===== config.mk =====
export PLATFORM = sky130hd
export DESIGN_NAME = mem_port_arbiter
export DESIGN_NICKNAME = d
export VERILOG_FILES = /design/src/rtl/pipe_pkg.sv /design/src/rtl/arb_perf_counter.sv /design/src/rtl/mem_port_arbiter.sv
export SDC_FILE = /design/constraint.sdc
export NUM_CORES = 1
export LEC_CHECK = 0
export BUFFER_PORTS_ARGS = -buffer_cell sky130_fd_sc_hd__buf_2
export CAP_MARGIN = 15
export CELL_PAD_IN_SITES_DETAIL_PLACEMENT = 1
export CELL_PAD_IN_SITES_GLOBAL_PLACEMENT = 1
export CORE_MARGIN = 8
export CORE_UTILIZATION = 27
export CTS_CLUSTER_SIZE = 14
export DETAILED_ROUTE_END_ITERATION = 10
export GPL_ROUTABILITY_DRIVEN = 0
export PLACE_DENSITY_LB_ADDON = 0.1
export SYNTH_ARGS = -nofsm -noshare
export SYNTH_HDL_FRONTEND = slang
export SYNTH_SLANG_ARGS = --single-unit

===== constraint.sdc =====
create_clock -name clk -period 1.58 [get_ports clk]
set_input_delay 0.316 -clock clk [delete_from_list [all_inputs] [get_ports clk]]
set_output_delay 0.316 -clock clk [all_outputs]
set_load 0.01 [all_outputs]

===== src/rtl/pipe_pkg.sv =====
// Shared pipeline types for the unified memory port arbiter.
package pipe_pkg;

    localparam int ARB_AW = 32;
    localparam int ARB_DW = 32;

    typedef enum logic [1:0] {
        IDLE,
        ISSUE,
        WAIT
    } arb_state_t;

    typedef enum logic {
        OWN_IF,
        OWN_DM
    } owner_t;

endpackage


===== src/rtl/arb_perf_counter.sv =====
// 32-bit saturating event counter with synchronous clear.
module arb_perf_counter #(
    parameter int W = 32
) (
    input  logic         clk,
    input  logic         rst,
    input  logic         clr,
    input  logic         inc,
    output logic [W-1:0] count
);

    logic [W-1:0] count_q;
    logic [W-1:0] count_d;

    always_comb begin
        count_d = count_q;
        if (clr) begin
            count_d = '0;
        end else if (inc && (count_q != '1)) begin
            count_d = count_q + 1'b1;
        end
    end

    always_ff @(posedge clk) begin
        if (rst) begin
            count_q <= '0;
        end else begin
            count_q <= count_d;
        end
    end

    assign count = count_q;

endmodule


===== src/rtl/mem_port_arbiter.sv =====
// Shares one memory port between IF fetches and MEM loads/stores.
// Define ARB_PERF_CNT_EN to add the stall-cycle performance counters.
module mem_port_arbiter
    import pipe_pkg::*;
#(
    parameter int AW = ARB_AW,
    parameter int DW = ARB_DW
) (
    input  logic            clk,
    input  logic            rst,
    input  logic            if_req,
    input  logic [AW-1:0]   if_addr,
    output logic [DW-1:0]   if_rdata,
    output logic            if_ready,
    input  logic            dm_req,
    input  logic            dm_we,
    input  logic [AW-1:0]   dm_addr,
    input  logic [DW-1:0]   dm_wdata,
    input  logic [DW/8-1:0] dm_be,
    output logic [DW-1:0]   dm_rdata,
    output logic            dm_ready,
    output logic            mem_req,
    output logic            mem_we,
    output logic [AW-1:0]   mem_addr,
    output logic [DW-1:0]   mem_wdata,
    output logic [DW/8-1:0] mem_be,
    input  logic            mem_gnt,
    input  logic            mem_rvalid,
    input  logic [DW-1:0]   mem_rdata,
    output logic            stall_if,
    output logic            stall_mem
`ifdef ARB_PERF_CNT_EN
    ,
    input  logic            perf_clr,
    output logic [31:0]     perf_if_wait,
    output logic [31:0]     perf_dm_wait
`endif
);

    arb_state_t      state_q, state_d;
    owner_t          owner_q, owner_d;
    logic            last_dm_q, last_dm_d;
    logic            abandon_q, abandon_d;
    logic            mem_req_q, mem_req_d;
    logic            mem_we_q, mem_we_d;
    logic [AW-1:0]   mem_addr_q, mem_addr_d;
    logic [DW-1:0]   mem_wdata_q, mem_wdata_d;
    logic [DW/8-1:0] mem_be_q, mem_be_d;
    logic            pick_dm;
    logic            rsp;

    assign rsp = (state_q == WAIT) && mem_rvalid;

    always_comb begin
        state_d     = state_q;
        owner_d     = owner_q;
        last_dm_d   = last_dm_q;
        abandon_d   = abandon_q;
        mem_req_d   = mem_req_q;
        mem_we_d    = mem_we_q;
        mem_addr_d  = mem_addr_q;
        mem_wdata_d = mem_wdata_q;
        mem_be_d    = mem_be_q;
        // Alternate on contention; a lone requester always wins.
        pick_dm     = dm_req && !(if_req && last_dm_q);
        unique case (state_q)
            IDLE: begin
                if (if_req || dm_req) begin
                    state_d     = ISSUE;
                    owner_d     = pick_dm ? OWN_DM : OWN_IF;
                    last_dm_d   = pick_dm;
                    abandon_d   = 1'b0;
                    mem_req_d   = 1'b1;
                    mem_we_d    = pick_dm && dm_we;
                    mem_addr_d  = pick_dm ? dm_addr : if_addr;
                    mem_wdata_d = pick_dm ? dm_wdata : '0;
                    mem_be_d    = pick_dm ? dm_be : '1;
                end
            end
            ISSUE: begin
                if (mem_gnt) begin
                    state_d   = WAIT;
                    mem_req_d = 1'b0;
                end
            end
            WAIT: begin
                if (mem_rvalid) begin
                    state_d = IDLE;
                end
            end
            default: state_d = IDLE;
        endcase
        // A flushed fetch still drains on the memory side, silently.
        if ((state_q != IDLE) && (owner_q == OWN_IF) && !if_req) begin
            abandon_d = 1'b1;
        end
    end

    always_ff @(posedge clk) begin
        if (rst) begin
            state_q     <= IDLE;
            owner_q     <= OWN_IF;
            last_dm_q   <= 1'b0;
            abandon_q   <= 1'b0;
            mem_req_q   <= 1'b0;
            mem_we_q    <= 1'b0;
            mem_addr_q  <= '0;
            mem_wdata_q <= '0;
            mem_be_q    <= '0;
        end else begin
            state_q     <= state_d;
            owner_q     <= owner_d;
            last_dm_q   <= last_dm_d;
            abandon_q   <= abandon_d;
            mem_req_q   <= mem_req_d;
            mem_we_q    <= mem_we_d;
            mem_addr_q  <= mem_addr_d;
            mem_wdata_q <= mem_wdata_d;
            mem_be_q    <= mem_be_d;
        end
    end

    assign mem_req   = mem_req_q;
    assign mem_we    = mem_we_q;
    assign mem_addr  = mem_addr_q;
    assign mem_wdata = mem_wdata_q;
    assign mem_be    = mem_be_q;

    assign if_rdata  = mem_rdata;
    assign dm_rdata  = mem_rdata;
    assign if_ready  = rsp && (owner_q == OWN_IF) && if_req && !abandon_q;
    assign dm_ready  = rsp && (owner_q == OWN_DM);
    assign stall_if  = if_req && !if_ready;
    assign stall_mem = dm_req && !dm_ready;

`ifdef ARB_PERF_CNT_EN
    arb_perf_counter #(.W(32)) u_if_cnt (
        .clk   (clk),
        .rst   (rst),
        .clr   (perf_clr),
        .inc   (stall_if),
        .count (perf_if_wait)
    );

    arb_perf_counter #(.W(32)) u_dm_cnt (
        .clk   (clk),
        .rst   (rst),
        .clr   (perf_clr),
        .inc   (stall_mem),
        .count (perf_dm_wait)
    );
`endif

endmodule

# After elaboration in Yosys (flattened, before gate mapping)
# Index checks and enable logic that the tools add are counted.
# word_totals
ff_bits	75
latch_bits	0
ramBits	0
mem_bits_ro	0
in_bits	139
out_inout_bits	138
word_cells	56
mem_count	0
# op_classes
n_addsub	0
multipliers	0
n_div	0
order_cmp	0
n_eq_ne	5
shift	0
mux	14
n_bitwise	1
n_reduce_logical	27
# ops
op	count
two-way mux 32 bit	2
logical AND 1 bit	12
nonzero test 2 bit	4
two-way mux 1 bit	6
two-way mux 2 bit	3
inequality test 2 bit, second input constant	3
one-hot mux 2 bit (3 select lines)	1
AND reduction 3 bit	2
logical NOT 1 bit	5
two-way mux 4 bit	1
AND reduction 2 bit	2
== test 2 x 1 -> 1 bit, second input constant	1
== test 2 bit, second input constant	1
logical NOT 2 bit	1
one-hot mux 1 bit (2 select lines)	1
logical OR 1 bit	1
NOT 1 bit	1

# Depth between registers and ports, before layout
# depth
depth_word	7
depth_mapped	6
depth_no_buf	3

# Worst setup path before layout
# No wires, ideal clock.
# synth_path
kind	flip-flop to flip-flop
startpoint	register state_q[0]
endpoint	register mem_addr_q[2], in the netlist mem_addr[2]
setup_ns	0.139
t_arrival_ns	1.267
required_ns	1.441
slack_ns	0.174
path_stages_with_launch	6
n_path_buf	2
synth_period_minus_slack_ns	1.406
cell_sequence	dfxtp_1 -> or2_2 -> buf_2 -> nor2_2 -> buf_4 -> a311oi_2
# synth_via
elab_chain_len	2
# synth_rtl
element	line_no	source
start: declaration	mem_port_arbiter.sv:40	arb_state_t state_q, state_d;
start signal: assignment	mem_port_arbiter.sv:111	state_q <= state_d;
logical NOT 2 bit	mem_port_arbiter.sv:66	unique case (state_q)
AND reduction 2 bit (no source line)	-	
end signal: assignment	mem_port_arbiter.sv:117	mem_addr_q <= mem_addr_d;
end: declaration	mem_port_arbiter.sv:46	logic [AW-1:0] mem_addr_q, mem_addr_d;
# No other way between the ends.
# A chain may end at the register's enable or synchronous reset.

# Worst setup path after layout
# layout_path
startpoint	register state_q[1]
endpoint	output if_ready
# layout_via
elab_chain_len	5
# layout_rtl
element	line_no	source
== test 2 bit	mem_port_arbiter.sv:52	assign rsp = (state_q == WAIT) && mem_rvalid;
logical AND 1 bit	mem_port_arbiter.sv:52	
logical AND 1 bit (3 in a row)	mem_port_arbiter.sv:131	assign if_ready = rsp && (owner_q == OWN_IF) && if_req && !abandon_q;
end: declaration	mem_port_arbiter.sv:14	output logic if_ready,
# No other way between the ends.

==> impl_results.md <==
- Die height: 132 um
- Post-Synth XOR/XNOR Area: 0
- Sequential Area: 1490 sq um
- Fin util: 0.355
- Largest family of logic cells by synthesized area: compound AO/OA/AOI/OAI gates
- Final antenna-violating net count: 0
- DRC violations left: 0
- Slew HR: 0.689
- Worst Path Required: 1260 ps
- Worst-Margin Slew: roughly 470 ps
- Sequential share of power: 0.398
- Longest Clk Path Bufs: 2
- WL/cell: 18.5 um
- Fmax: 610 MHz
- Die X: 132 um
- 1st-iter DRT viols: approximately 110
- DR vias: 3,593
- Core Region: ~13,000 sq um
- Fin crit period: approximately 1600 ps
- Global route overflow: 0
- H-tree depth: 3
- Initial core utilization: 0.274
- CTS Buf Count: 9
- WS Path Type: flop to primary output
- First-pass iteration count of the detailed router: 6
- Startpoint Class: flop
- WL final: 13.5 mm
- N_diodes: 0
- Reg2reg path depth: 5
- Vias in the first global route: 4,085
- Yosys reg bits: 74
- Proportion of layout cells with a drive suffix above 1: 0.438
- Simple-gate portion of the synthesized area: 0.149
- Failing checks: setup timing
- Pwr dens: 1150 nW/um^2
- Critical Path, Cell by Cell: nor2b_4 > nand2_2 > nor4b_4 > buf_2
- Fin. Hold Viols: 0
- Clk network pwr share: 0.393
- Fill cell count: 1,600
- Worst Path Arrival: between 1000 and 1500 ps
- Yosys warns: 0
- Die footprint: 17,400 sq um
- Gr usage total: 0.154
- Worst hold path class: input pin to flop
- Worst Slack Setup Final: -58.3 ps
- Net switching power: between 0.0015 and 0.002 W
- Critical path's largest stage delay: 330 ps
- Post-Synthesis Cells: 441
- TritonCTS clock tree: built
- Post-synth top area cell: dfxtp_1
- Power Internal: 0.00387 W
- Avg Cell Area, Syn: 8.21 sq um
- Port Buffers: between 150 and 200
- Clk_lat worst skew: 330 ps
- WHS Endpoint: state_q[0]
- Post-Syn Nets: 580
- R2r setup slk: 140 ps
- Final setup fails: 3
- Area Overhead vs Synth: 29.3%
- Number of enable flip-flop cells after synthesis: 0
- RSZ-0062 raised after global routing: yes
- Largest net degree at the start of global routing: 34
- Dpl hpwl: ~9.9 mm
- Post-Synth Adder-Cell Area: 0
- Antenna violations before repair: 1
- Status: finished with violations
- Final Max Slew Viols: 0
- Sw Ratio: 0.280
- Leak: 2.11 nW
- CP top delay family: simple AND/OR/NAND/NOR gates
- Async SR Flop Fraction: 0
- Nets@finish: 688
- Yosys cell types: 29
- VDD IR-drop max: approximately 0.58 mV
- Area share of the largest cell type after synthesis: 0.409
- Top-Level Pins: between 200 and 300
- Synth Flop Type: dfxtp_1
- Clock Skews: 3.01 ps
- Synth top area cells: dfxtp_1, buf_4, a21oi_1
- Combinational share of power: 0.209
- Buf/Inv on CP: 1
- Root Driver: clkbuf_16
- Clock transition at path regs: around 50 ps
- Routed vias/inst: 4.93
- Critical path's slowest cell: dfxtp_2
- Worst reg2reg endpoint: mem_wdata[14]
- Site row count: 42
- Num Clock Sinks: 74
- First-pass GRT wire length: about 22 mm
- Compound-Gate Fraction of Synth Area: 0.254
- Post-CTS setup buffer count: 0
- Setup crit end kind: primary output
- Minimum hold slack: 198 ps
- Multi-input combinational cell area: 1500 sq um
- Fin crit share: 1.04
- Hold_sp: mem_gnt
- Mux share of post-synthesis cell area: 0
- WHS Path Cells: 2
- Cell area after synthesis: 3620 sq um
- Max_cap viols: 0
- Critical R2R Launch: state_q[1]
- Sequential fraction of the synthesis area: 0.409
- CP max FO: 2
[stage by stage]
step                      setup slack, ps  instances  power, W  TNS, ps  cell area [sq um]
after global routing                 -136        729   0.00568     -408               4680
final                               -58.3        729   0.00537     -140               4680
after CTS                            -110        729   0.00547     -215               4680
after detailed placement             92.2        714   0.00331        0               4340
after global placement               81.1        714   0.00329        0               4340
after floorplan                       174        441   0.00291        0               3620
[cells in the final DEF, fill, tap and decap left out, drive strengths merged, types with 2 or more instances in the layout]
cell	Yosys	final
buf	79	205
dfxtp	74	74
a21oi	68	68
nand2	66	66
o21ai	35	35
nand4	33	33
a311oi	32	32
clkbuf	29	13
nor2	5	5
o221a	4	4
or2	2	2
nor2b	2	2
[sequential cells by signal (all words and copies together), names as in the netlist]
name / count
owner_q: 1
mem_req: 1
mem_we: 1
state_q: 2
abandon_q: 1
mem_be: 4
mem_wdata: 32
mem_addr: 32
[worst reg2reg max path: cells and delay by family (launching register included)]
family | cells | cell delay, ps
and+or+nand+nor | 1 | 340
DFF | 1 | 320
buffers and inverters | 2 | 360
AOI/OAI and AO/OA | 2 | 280
[cell type report]
cell class	instances	area share
Multi-Input combinational cell	258	0.321
Sequential cell	74	0.317
Timing Repair Buffer	205	0.249
Clock buffer	13	0.0577
Tap cell	176	0.0470
Clock inverter	2	0.00748
Inverter	1	0.000802
[how the worst max path moves through the flow]
stage               cells after the start        from  slack [ps]           to
CTS                                     4  state_q[1]        -110     if_ready
detailed placement                      4  state_q[1]          90     if_ready
finish                                  4  state_q[1]         -60     if_ready
global route                            5  state_q[1]        -140    stall_mem
global placement                        4  state_q[1]          80     if_ready
floorplan                               5  state_q[0]         170  mem_addr[2]
[logic make-up (layout without fill, tap and decap cells)]
logic type,after synthesis,count (layout)
AO/OA/AOI/OAI,144,144
buffers and inverters,109,221
flip-flops,74,74
AND/OR/NAND/NOR,114,114
[Yosys cell counts, types with 2 or more instances]
library cell / n
a21oi_1: 68
a311oi_1: 27
a311oi_2: 5
buf_1: 2
buf_2: 9
buf_4: 67
clkbuf_1: 29
dfxtp_1: 74
nand2_1: 66
nand4_1: 33
nor2_1: 4
nor2b_1: 2
o21ai_0: 35
o221a_2: 4
or2_2: 2
[power by group through the flow]
stage	logic, W	clock network, W	registers [W]
after global placement	0.00113	0	0.00217
after detailed placement	0.00114	0	0.00217
final	0.00112	0.00211	0.00214
after CTS	0.00115	0.00219	0.00214
after global routing	0.00125	0.00227	0.00216
after floorplan	0.000676	0	0.00224
[what timing repair did]
item,in CTS,in global routing
pin swaps,2,1
hold buffers,0,0
setup endpoints to repair,4,4
gates resized for setup,9,0
cloned,0,0
[layer usage]
metal	global-route usage	up-vias	wire length (um)
li1	-	1737	-
met1	0.174	1700	5870
met2	0.258	129	6350
met3	0.0545	25	1010
met4	0.0645	2	259
met5	0	-	8
Power figures use the tool's default switching activity.
